<file path="src/rtl/linreg_pkg.sv">
// linreg_pkg: shared fixed-point defaults, FSM encoding and accumulator sizing
// for the linreg_predict inference block.
package linreg_pkg;

    localparam int          BITS_DEF  = 16;
    localparam int          FRAC_DEF  = 10;
    localparam logic [15:0] WINIT_DEF = 16'h0100;
    localparam logic [15:0] ONE_Q     = 16'h0400;

    typedef enum logic [0:0] {
        ACC = 1'b0,
        OUT = 1'b1
    } linreg_state_e;

    // Full product plus enough headroom that F+1 summed terms never wrap.
    function automatic int accWidth(input int bits, input int f);
        return 2 * bits + $clog2(f + 1);
    endfunction

endpackage

</file>
<file path="src/rtl/linreg_mac.sv">
// linreg_mac: signed x*w product, floored by FRAC bits, summed into a wide
// accumulator with synchronous clear (priority) and enable.
module linreg_mac
    import linreg_pkg::*;
#(
    parameter int BITS = BITS_DEF,
    parameter int FRAC = FRAC_DEF,
    parameter int ACCW = 35
) (
    input  logic            clk_i,
    input  logic            rst_i,
    input  logic            clr_i,
    input  logic            en_i,
    input  logic [BITS-1:0] x_i,
    input  logic [BITS-1:0] w_i,
    output logic [ACCW-1:0] sum_o
);

    logic signed [2*BITS-1:0] xExt;
    logic signed [2*BITS-1:0] wExt;
    logic signed [2*BITS-1:0] prod;
    logic signed [2*BITS-1:0] prodShift;
    logic        [ACCW-1:0]   term;
    logic        [ACCW-1:0]   acc_q;
    logic        [ACCW-1:0]   acc_d;

    // Both operands widened first so the multiply yields the exact full product.
    assign xExt      = {{BITS{x_i[BITS-1]}}, x_i};
    assign wExt      = {{BITS{w_i[BITS-1]}}, w_i};
    assign prod      = xExt * wExt;
    assign prodShift = prod >>> FRAC;
    assign term      = {{(ACCW - 2*BITS){prodShift[2*BITS-1]}}, prodShift};
    assign sum_o     = acc_q + term;

    always_comb begin
        acc_d = acc_q;
        if (clr_i) begin
            acc_d = '0;
        end else if (en_i) begin
            acc_d = sum_o;
        end
    end

    always_ff @(posedge clk_i) begin
        if (rst_i) begin
            acc_q <= '0;
        end else begin
            acc_q <= acc_d;
        end
    end

endmodule

</file>
<file path="src/rtl/linreg_predict.sv">
// linreg_predict: weight store, serial feature intake and prediction handshake.
// Optional LINREG_SAT_EN saturates the result to the BITS-bit range and flags ovf.
module linreg_predict
    import linreg_pkg::*;
#(
    parameter int              BITS  = BITS_DEF,
    parameter int              FRAC  = FRAC_DEF,
    parameter int              F     = 4,
    parameter logic [BITS-1:0] WINIT = BITS'(WINIT_DEF)
) (
    input  logic                     CLK,
    input  logic                     RST,
    input  logic                     w_wr_en,
    input  logic [$clog2(F+1)-1:0]   w_wr_addr,
    input  logic [BITS-1:0]          w_wr_data,
    input  logic                     x_valid,
    output logic                     x_ready,
    input  logic [BITS-1:0]          x_data,
    output logic                     y_valid,
    input  logic                     y_ready,
    output logic [BITS-1:0]          y_data,
    output logic                     ovf
);

    localparam int            AW       = $clog2(F + 1);
    localparam int            ACCW     = accWidth(BITS, F);
    localparam logic [AW-1:0] LAST_IDX = AW'(F);

    logic [BITS-1:0] weight_q [0:F];
    logic [AW-1:0]   idx_q,    idx_d;
    linreg_state_e   state_q,  state_d;
    logic            yValid_q, yValid_d;
    logic [BITS-1:0] yData_q,  yData_d;
    logic            ovf_q,    ovf_d;

    logic            beat;
    logic            lastBeat;
    logic            yFire;
    logic [ACCW-1:0] sum;
    logic [BITS-1:0] narrowData;
    logic            narrowOvf;

    assign x_ready  = (state_q == ACC);
    assign beat     = x_valid && (state_q == ACC);
    assign lastBeat = beat && (idx_q == LAST_IDX);
    assign yFire    = yValid_q && y_ready;

    assign y_valid  = yValid_q;
    assign y_data   = yData_q;
    assign ovf      = ovf_q;

    // The MAC reads the weight before any same-cycle write lands, so a beat sees the old value.
    linreg_mac #(
        .BITS (BITS),
        .FRAC (FRAC),
        .ACCW (ACCW)
    ) uMac (
        .clk_i (CLK),
        .rst_i (RST),
        .clr_i (lastBeat),
        .en_i  (beat),
        .x_i   (x_data),
        .w_i   (weight_q[idx_q]),
        .sum_o (sum)
    );

`ifdef LINREG_SAT_EN
    always_comb begin
        narrowData = sum[BITS-1:0];
        narrowOvf  = 1'b0;
        if (sum[ACCW-1] && !(&sum[ACCW-1:BITS-1])) begin
            narrowData = {1'b1, {(BITS-1){1'b0}}};
            narrowOvf  = 1'b1;
        end else if (!sum[ACCW-1] && (|sum[ACCW-1:BITS-1])) begin
            narrowData = {1'b0, {(BITS-1){1'b1}}};
            narrowOvf  = 1'b1;
        end
    end
`else
    logic unusedSumHi;
    assign unusedSumHi = ^sum[ACCW-1:BITS];
    assign narrowData  = sum[BITS-1:0];
    assign narrowOvf   = 1'b0;
`endif

    always_comb begin
        state_d  = state_q;
        idx_d    = idx_q;
        yValid_d = yValid_q;
        yData_d  = yData_q;
        ovf_d    = ovf_q;
        case (state_q)
            ACC: begin
                if (lastBeat) begin
                    idx_d    = '0;
                    yData_d  = narrowData;
                    ovf_d    = narrowOvf;
                    yValid_d = 1'b1;
                    state_d  = OUT;
                end else if (beat) begin
                    idx_d = idx_q + 1'b1;
                end
            end
            OUT: begin
                if (yFire) begin
                    yValid_d = 1'b0;
                    state_d  = ACC;
                end
            end
            default: state_d = ACC;
        endcase
    end

    always_ff @(posedge CLK) begin
        if (RST) begin
            state_q  <= ACC;
            idx_q    <= '0;
            yValid_q <= 1'b0;
            yData_q  <= '0;
            ovf_q    <= 1'b0;
        end else begin
            state_q  <= state_d;
            idx_q    <= idx_d;
            yValid_q <= yValid_d;
            yData_q  <= yData_d;
            ovf_q    <= ovf_d;
        end
    end

    // Out-of-range addresses are dropped so they can never alias a real weight.
    always_ff @(posedge CLK) begin
        if (RST) begin
            for (int i = 0; i <= F; i++) begin
                weight_q[i] <= WINIT;
            end
        end else if (w_wr_en && (int'(w_wr_addr) <= F)) begin
            weight_q[w_wr_addr] <= w_wr_data;
        end
    end

endmodule
</file>
<file path="config.mk">
export PLATFORM = sky130hd
export DESIGN_NAME = linreg_predict
export DESIGN_NICKNAME = d
export VERILOG_FILES = /design/src/rtl/linreg_pkg.sv /design/src/rtl/linreg_mac.sv /design/src/rtl/linreg_predict.sv
export SDC_FILE = /design/constraint.sdc
export NUM_CORES = 1
export LEC_CHECK = 0
export ABC_CLOCK_PERIOD_IN_PS = 13000
export CORE_MARGIN = 5
export CORE_UTILIZATION = 60
export CTS_BUF_LIST = sky130_fd_sc_hd__clkbuf_8
export DETAILED_ROUTE_END_ITERATION = 6
export DONT_BUFFER_PORTS = 1
export PLACE_DENSITY = 0.88
export SLEW_MARGIN = 10
export SYNTH_ARGS = -nofsm -noshare
export SYNTH_HDL_FRONTEND = slang
export SYNTH_SLANG_ARGS = --single-unit
</file>
<file path="constraint.sdc">
create_clock -name CLK -period 13 [get_ports CLK]
set_input_delay 2.6 -clock CLK [delete_from_list [all_inputs] [get_ports CLK]]
set_output_delay 2.6 -clock CLK [all_outputs]
set_load 0.02 [all_outputs]
</file>
Yosys cells after proc, flatten, opt, wreduce, memory -nomap -nowiden --
Memory sizes are Yosys's and may differ from the RTL's. A register that Yosys moved wholly into a read port is not among the register bits. Index checks and enable logic that the tools add are counted.
Storage, ports and cells: register bits after elaboration 56, RAM bits 80, bits of input ports 40, output and inout bits 19, word-level logic and storage cells 42, memories kept 1
Cells by class: add/subtract/negate cells 2, multipliers 1, $lt $le $gt $ge 1, eq/ne operators 3, muxes and demuxes 18, bitwise operators 1, reductions and logical operators 10
Memories:
- weight_q | depth 5, bits a word 16, rd ports 1, clocked after Yosys merged registers in 1, write ports 5, line linreg_predict.sv:29 | logic [BITS-1:0] weight_q [0:F];
Operators by type and width (number):
- $add A35 B35 Y35 | 1
- $mul A16 B16 Y32 | 1
- $mux W16 | 1
- $reduce_or A16 Y1 | 1
- $mux W3 | 5
- $mux W1 | 10
- $reduce_and A2 Y1 | 3
- $logic_and A1 B1 Y1 | 4
- $ne A2 B1 Y1 const B | 2
- $pmux W1 S2 | 2
- $add A3 B1 Y3 const B | 1
- $eq A3 B3 Y1 const B | 1
- $le A3 B3 Y1 const B | 1
- $reduce_bool A2 Y1 | 1
- $reduce_or A2 Y1 | 1
- $not A1 Y1 | 1

Longest topological paths before layout --
Gate-level depths: netlist (run 1).
word-level depth 7, depth in mapped cells 39, gate-level depth less buffers 35

Modules after synthesis --
A second synthesis (run 1) with hierarchy kept.
Second synthesis, totals: cell total of the unflattened synthesis 1788, area total of the unflattened synthesis 18736.7 um^2
By module, submodules not included:
- linreg_mac | times used 1, cells each 1402, area each 12456.9 um^2, seq. area each 700.7 um^2
- linreg_predict | times used 1, cells each 386, area each 6279.8 um^2, seq. area each 4324.1 um^2

Worst setup path before layout (run 1) --
No wires, ideal clock.
path kind input port to flip-flop, start input x_data[8], end register yData_q[15] (netlist: y_data[15]), setup time 117 ps, arrival time 10108 ps, required time 12883 ps, path slack 2775 ps, cell stages on the path 29, buffers on the path 1, cell sequence clkbuf_1 > nand2_1 > fa_1 > fa_1 > fa_1 > fa_1 > inv_1 > fa_1 > inv_1 > fa_1 > inv_1 > ha_1 > inv_1 > or4b_1 > or4b_4 > a311oi_4 > o21a_1 > o21a_1 > nor2_1 > xnor2_1 > ha_1 > and2_1 > o21ai_0 > o31ai_1 > o41ai_1 > o21ai_0 > xnor2_1 > xnor2_1 > a22o_1
On the way: longest elaborated chain between the ends 2
Ends and longest elaborated chain:
- start: declaration | line linreg_predict.sv:18 | input logic [BITS-1:0] x_data,
- $mul A16 B16 Y32 | line linreg_mac.sv:30 | assign prod = xExt * wExt;
- $add A35 B35 Y35 | line linreg_mac.sv:33 | assign sum_o = acc_q + term;
- end signal: assignment | line linreg_predict.sv:125 | yData_q <= yData_d;
- end: declaration | line linreg_predict.sv:33 | logic [BITS-1:0] yData_q, yData_d;
Every way passes these cells. A chain may end at the register's enable or synchronous reset.

Final worst setup path (run 1) --
start input x_data[5], end register uMac.acc_q[15]
On the way: longest elaborated chain between the ends 2
Ends and longest elaborated chain:
- $mul A16 B16 Y32 | line linreg_mac.sv:30
- $add A35 B35 Y35 | line linreg_mac.sv:33
- end signal: assignment | line linreg_mac.sv:46 | acc_q <= '0;
- end signal: assignment | line linreg_mac.sv:48 | acc_q <= acc_d;
- end: declaration | line linreg_mac.sv:24 | logic [ACCW-1:0] acc_q;
Every way passes these cells.

==> results of run 1 <==
## logic make-up (layout without fill, tap and decap cells)
group                    count (synthesis)  count (layout)  synth area share, %
XOR/XNOR                                49              49                 2.87
other                                    1              49               0.0243
adder cells (fa/ha/maj)                299             299                 34.4
AO/OA/AOI/OAI                           90              90                 4.23
AND/OR/NAND/NOR                        427             427                 14.4
buffers and inverters                  333             326                 8.26
flip-flops                             168             168                 30.1
multiplexers                            48              48                 5.79
## registers in the layout, summed over array words and instances, names as in the netlist, named ones only
register    count
uMac.acc_q     16
y_data         16
state_q         1
y_valid         1
weight_q      128
idx_q           3
## placed cells by master (no fill, tap or decap), types with 14 or more instances in the layout
cell type / netlist / final
a21oi_1: 30 / 30
a22o_1: 15 / 15
and2_1: 130 / 130
buf_4: 3 / 15
clkbuf_8: 0 / 17
conb_1: 1 / 49
dfxtp_1: 40 / 39
edfxtp_1: 128 / 128
fa_1: 209 / 209
ha_1: 90 / 90
inv_1: 279 / 280
mux4_2: 32 / 32
nand2_1: 156 / 156
nand2b_1: 14 / 14
nor2_1: 31 / 31
nor2b_1: 54 / 54
xnor2_1: 40 / 40
## layout make-up
| type | count | area, um2 | area share, % |
|---|---|---|---|
| multi-input combinational | 962 | 9700 | 59.5 |
| timing repair buffer | 15 | 113 | 0.691 |
| clock inverter | 15 | 153 | 0.936 |
| tap | 330 | 413 | 2.53 |
| inverter | 279 | 1050 | 6.42 |
| clock buffer | 17 | 234 | 1.43 |
| sequential | 168 | 4650 | 28.5 |
## worst max path at each step
stage / end / start / cells after the start / slack [ps]
final: uMac.acc_q[15] / x_data[5] / 30 / 2680
after global routing: uMac.acc_q[15] / x_data[5] / 30 / 2290
after CTS: uMac.acc_q[15] / x_data[5] / 30 / 2750
after detailed placement: uMac.acc_q[15] / x_data[5] / 30 / 2290
after global placement: uMac.acc_q[15] / x_data[5] / 30 / 2510
after floorplan: y_data[15] / x_data[8] / 29 / 2770
## worst max-delay path: cells and delay by family
kind	cells	cell delay, ps
xor+xnor	3	520
fa+ha+maj	8	3830
buf+inv	5	320
compound gates	8	1880
simple gates	6	1550
## routing by layer
metal	vias up	wire length (um)
li1	4450	-
met1	5026	13200
met2	429	16400
met3	80	3020
met4	0	879
met5	-	0
## through the flow
stage | worst slack, ps | std cells | cell area [um2] | hold WS, ps | utilization (%)
after floorplan | 2770 | 1463 | 15600 | 436 | -
after global placement | 2510 | 1754 | 15900 | 449 | 63.0
after detailed placement | 2290 | 1754 | 15900 | 452 | 63.0
after CTS | 2750 | 1786 | 16300 | 467 | 64.6
after global routing | 2290 | 1786 | 16300 | 487 | 64.6
final | 2680 | 1786 | 16300 | 462 | 64.6
==> results by stage, run 1 <==
Run status:
- The run finished with clean final reports.

Die:
- The core area is 0.0253 mm2.
- The initial core utilization is 61.1%.
- In this run the horizontal extent of the chip is 170 um.
- The die covers 0.0290 mm2.
- For this design the top-level I/O count stands at 59.
- After floorplanning, the core was divided into 58 placement rows.
- In this run the vertical extent of the chip is 170 um.

Logic synthesis:
- Sorting the synthesized cells by how often they occur yields 279 x inv_1, 209 x fa_1, 156 x nand2_1.
- The number of different library cells in the post-synthesis netlist is 56.
- A synthesized cell averages 10.9 um2.
- The share of flip-flops with an asynchronous set or reset after synthesis is 0%.
- The gate count of the mapped netlist is 1415.
- By instance count, the leading cell after synthesis is inv_1.
- For this run, the register share of the synthesized area comes to 30.1%.
- The flip-flop and latch count after synthesis is 168.
- The warning count from the yosys run is 0.
- Yosys attributes the largest share of cell area to fa_1 27%, edfxtp_1 25%, ha_1 7.3%, inv_1 6.8%, and2_1 5.3%.
- The area share of the leading cell type in the synthesized netlist is 27.1%.
- The main flop type after synthesis is edfxtp_1.
- Summing every instance area after synthesis gives 0.0154 mm2.
- fa_1 takes more of the synthesized area than any other cell.
- In this run, synthesis inferred 128 flip-flops with an integrated enable.

Timing:
- The worst setup skew after layout is 20.9 ps.
- The peak clock frequency supported by timing is 96.9 MHz.
- The final critical delay including setup and external delays is 10320 ps.
- Of the available clock period, the critical path in the final layout requires 79.3%.
- The count of pins over their slew limit is 0.
- Setup repair after global routing left no endpoint under its margin.
- The final number of setup-violating endpoints is 0.
- The max-slew headroom at the worst pin is 20.6%.
- At the pin with the least slew margin, the transition time is 1190 ps.
- The final number of hold-violating endpoints is 0.
- The summed negative setup slack over all endpoints is 0 ps.

Place:
- The detailed-placement wirelength estimate is 25200 um.
- The number of buffer cells added on primary ports is 0.
- The final estimated routing congestion in global placement is 0.890.

Routing:
- The first detailed-routing pass ran for 5 iterations.
- In the final routed layout, each cell accounts on average for 18.8 um.
- The number of DRC violations after detailed-routing iteration 0 is 912.
- The remaining number of nets flagged by the antenna check after routing is 0.
- Using the TritonRoute via totals, the vias-per-cell ratio works out to 5.59.
- The number of vias in the routed layout is 9985.
- The wire length after detailed routing is 33500 um.
- In the routed design, unresolved DRC markers number 0.

Clock network:
- TritonCTS built the clock tree.
- The number of buffers inserted to repair setup after CTS is 0.
- The count of hold-fix buffers inserted at cts is 0.
- The clock edge transition at the registers on the reported setup and hold paths is 100 ps.
- The clock net in this run drives a total of 168 sinks.
- The H-tree was split into 4 levels.
- The later pin in the worst-skew pair is clocked with a latency of 450 ps.
- In this run the deepest clock path goes through 2 buffers.
- The number of CTS-inserted buffers is 17.
- The CTS root buffer is clkbuf_8.
- The total of cells resized after clock tree synthesis is 0.

Worst setup path:
- The startpoint kind of the worst setup timing path is an input port.
- STA puts the critical path data arrival time at 10700 ps.
- The critical path required time is 13380 ps.
- The start-to-end type of the worst setup path is in -> reg.
- The count of cells along the worst register-to-register path is 34.
- Along the worst path, the maximum fanout reaches 16.
- The worst setup path is captured at a flop.
- The cell seen most often among critical-path stages is fa_1.
- The maximum cell stage delay along the critical path is 590 ps.
- For this design, the slowest cell found on the critical path is or4b_4.
- In this run the critical register-to-register path is captured at uMac.acc_q[15].
- The flop-to-flop setup slack is 2930 ps.

GRT:
- Entering global routing, the biggest net connects 33 pins.
- The first-pass GRT wire length is 56200 um.
- Global routing used 33.0% of the available met1 tracks.
- The via count of the first global-routing pass came to 11000.
- In the global route stage, overall resource usage came out at 24.7%.
- The initial antenna violation count is 0.
- Global routing used 40.5% of the available met2 tracks.
- Global routing finished with a remaining overflow of 0.
- The met3 demand-to-capacity share in global routing is 5.90%.
- The most congested layer reported by global routing is met2.

Layout:
- The count of inserted antenna diode cells is 0.
- The area growth from synthesis to layout is 5.61%.
- Counting the fill cells in the layout gives 1890.
- The count of nets after finishing is 1782.
- Cells with a size suffix above 1 make up 7.62% of the layout.

Hold path:
- The startpoint identified for the worst hold timing path is uMac.acc_q[13].
- For hold timing, the worst endpoint is uMac.acc_q[13].
- The worst hold path cell count is 2.
- The path class of the tightest hold or removal check is reg -> reg.

Job:
- Across the run, the number of max-cap violations was 0.
Power of run 1 is not shown: default switching activity piles up to over one toggle a cycle in this logic, so the estimate is an artifact.
==> run 2: changes to the inputs <==
- ABC_CLOCK_PERIOD_IN_PS: 13000 -> 9000
- PLACE_DENSITY: 0.88 -> 0.91
- clock period: 13 -> 9 ns (I/O delays scaled with it)
==> run 2 against run 1 <==
  * Via count grew 5.8%
  * Wire length grew 13%
  * Die area is the same
  * Flip-flop and latch count is the same
  * Sequential share of layout area shrank 1.1 points
  * Final cell count grew 2.7%
  * Largest cell class unchanged
  * Non-clock buffer count grew 49
  * Worst setup slack lost 2500 ps
  * Core utilization grew 2.7 points
  * Hold slack gained 15 ps
==> results by stage, run 2 (synthesized netlist as in run 1, its figures left out) <==
Layout:
- The most common cell after layout, fill and taps aside is inv_1 (unchanged).
- The flip-flop count of the largest register after layout came to 128 (unchanged).
- The layout-stage area growth over the synthesis result was 10.0% (was 5.61%).
- The fraction of the core area covered by cells at the end of the flow came to 67.3% (was 64.6%).
- The count of non-filler cells in the finished layout is 1835 (was 1786).
- The register with the most flip-flops is weight_q (unchanged).
- The count of inserted antenna diode cells is 0 (unchanged).
- The share of layout cells above drive strength 1 is 12.1% (was 7.62%).
- The count of nets after finishing is 1831 (was 1782).
- Leading cell types in the layout, fill and taps excluded: 277 x inv_1, 208 x fa_1, 154 x nand2_1 (was 280 x inv_1, 209 x fa_1, 156 x nand2_1).

Die:
- The count of boundary I/O pins is 59 (unchanged).
- The core area came to 0.0253 mm2 (unchanged).
- The number of cell rows was 58 (unchanged).
- The die extent in y is 170 um (unchanged).
- The floorplan die width came to 170 um (unchanged).
- The die area came to 0.0290 mm2 (unchanged).
- The initial core utilization is 61.1% (unchanged).

Place:
- The detailed-placement wirelength estimate is 27600 um (was 25200 um).
- The pre-CTS worst setup slack was -246 ps (was 2290 ps).
- The final estimated routing congestion in global placement is 0.916 (was 0.890).
- The number of buffer cells added on primary ports is 0 (unchanged).
- The total instance count after detailed placement is 1789 (was 1754).

Hold path:
- The worst hold-check path type is reg -> reg (unchanged).
- The worst hold path cell count is 2 (unchanged).

Worst setup path:
- The maximum cell stage delay along the critical path came to 590 ps (about the same).
- The count of cells along the worst register-to-register path was 35 (was 34).
- The critical path required time came to 9400 ps (was 13380 ps).
- The cell at the slowest stage of the critical path is or4b_4 (unchanged).
- The cell seen most often among critical-path stages is fa_1 (unchanged).
- The start-to-end type of the worst setup path is reg -> reg (was in -> reg).
- The data arrival time of the worst path is 9190 ps (was 10700 ps).
- The startpoint kind of the worst setup timing path is a flop (was input port).
- The largest fanout on the critical path was 9 (was 16).
- The flop-to-flop setup slack is 210 ps (was 2930 ps).
- The critical path capture point type is a flop (unchanged).
- The endpoint of the worst-slack reg-to-reg timing path is uMac.acc_q[13] (was uMac.acc_q[15]).
- The end of the critical path is uMac.acc_q[13] (was uMac.acc_q[15]).

Routing:
- The number of DRC violations after detailed-routing iteration 0 is 1138 (was 912).
- The final routed wire length divided by cell count came to 20.6 um (was 18.8 um).
- The detailed-route DRC error count is 0 (unchanged).
- The vias per cell is 5.75 (was 5.59).
- The number of vias in the routed layout is 10600 (was 9985).
- The wire length after detailed routing is 37800 um (was 33500 um).
- The remaining number of nets flagged by the antenna check after routing is 0 (unchanged).
- The first-pass iteration count of the detailed router is 6 (was 5).

GRT:
- The first-pass GRT wire length came to 59600 um (was 56200 um).
- The combined global-route utilization of all metal layers is 26.3% (was 24.7%).
- The initial antenna violation count is 0 (unchanged).
- The aggregate global routing overflow came to 0 (unchanged).
- The via count of the first global-routing pass is 11600 (was 11000).
- The maximum number of pins on one net before global-route repair is 26 (was 33).

Clock network:
- The worst-case clock buffer depth is 2 (unchanged).
- The count of hold-fix buffers inserted at cts is 0 (unchanged).
- The number of H-tree levels is 4 (unchanged).
- The CTS tree is built (unchanged).
- The insertion delay of the later-clocked pin in the worst-skew pair was 470 ps (was 450 ps).
- The CTS root buffer was clkbuf_8 (unchanged).
- The number of CTS-inserted buffers is 17 (unchanged).
- The clock edge transition at the registers on the reported setup and hold paths was 110 ps (was 100 ps).
- The TritonCTS sink count is 168 (unchanged).

Timing:
- The max-slew headroom at the worst pin is 20.4% (was 20.6%).
- The final number of hold-violating endpoints is 0 (unchanged).
- Based on the critical path, the design can be clocked at up to 114 MHz.
- Dividing the final minimum period by the clock period gives 97.7%.
- RSZ-0062 raised after global routing: true (was false).
- The worst-case setup margin in the final layout is 208 ps (was 2680 ps).
- The worst setup skew after layout was 23.1 ps (was 20.9 ps).
- The final number of setup-violating endpoints is 0 (unchanged).
- The worst-case hold slack is 477 ps (was 462 ps).
- The final critical delay including setup and external delays is 8790 ps.
- The count of pins over their slew limit is 0 (unchanged).
- The measured slew at the worst slew-check pin is 1190 ps (about the same).

Job:
- The max-cap violation count came to 0 (unchanged).

Run status:
- Status: complete, no violations (unchanged).
==> run 2: changes by cell type in the layout (fill, tap and decap cells not counted), sizes merged <==
cell / change
clkinv: -2
buf: +46
bufinv: +2
clkbuf: +3
==> run 2: what timing repair did <==
item / CTS / global route
buffers inserted: 0 / 11
gates resized for setup: 3 / 24
endpoints found under the setup margin: 4 / 10
gates cloned: 0 / 3
pin swaps: 0 / 11
==> run 2: final cells by class <==
class / instances / area [um2]
multi-input cells: 962 / 9850
inverters: 279 / 1050
well taps: 330 / 413
fillers: 1716 / 8260
clock buffers: 17 / 234
flip-flops and latches: 168 / 4650
repair buffers: 64 / 599
clock inverters: 15 / 196
==> run 2: critical path: cells and delay by family (launching register included) <==
| family | cells | cell delay [ps] |
|---|---|---|
| AO/OA/AOI/OAI | 9 | 1590 |
| AND/OR/NAND/NOR | 6 | 1430 |
| multiplexers | 2 | 740 |
| flip-flops | 1 | 410 |
| adder cells (fa/ha/maj) | 8 | 3560 |
| XOR/XNOR | 2 | 290 |
| buffers and inverters | 8 | 700 |
==> run 2: worst min path at each step <==
stage | from | to | slack (ps)
6_report | uMac.acc_q[5] | uMac.acc_q[5] | 480
5_1_grt | uMac.acc_q[6] | uMac.acc_q[6] | 490
4_1_cts | uMac.acc_q[4] | uMac.acc_q[4] | 470
3_5_place_dp | uMac.acc_q[4] | uMac.acc_q[4] | 460
3_3_place_gp | uMac.acc_q[0] | uMac.acc_q[0] | 450
2_1_floorplan | uMac.acc_q[14] | uMac.acc_q[14] | 440
==> run 2: per-stage QoR <==
stage               instance area (um2)  TNS (ps)
detailed placement                16300     -1630
CTS                               16700         0
global route                      17000      -291
global placement                  16300      -641
floorplan                         15700      -153
finish                            17000         0
==> run 2: layer usage <==
layer	vias to the layer above	wire length [um]	track usage, %
met3	131	2990	4.60
li1	4541	-	-
met1	5320	13600	32.6
met2	568	19800	46.6
met5	-	0	0
met4	0	1490	9.51
Power of run 2 is left out for the same reason.
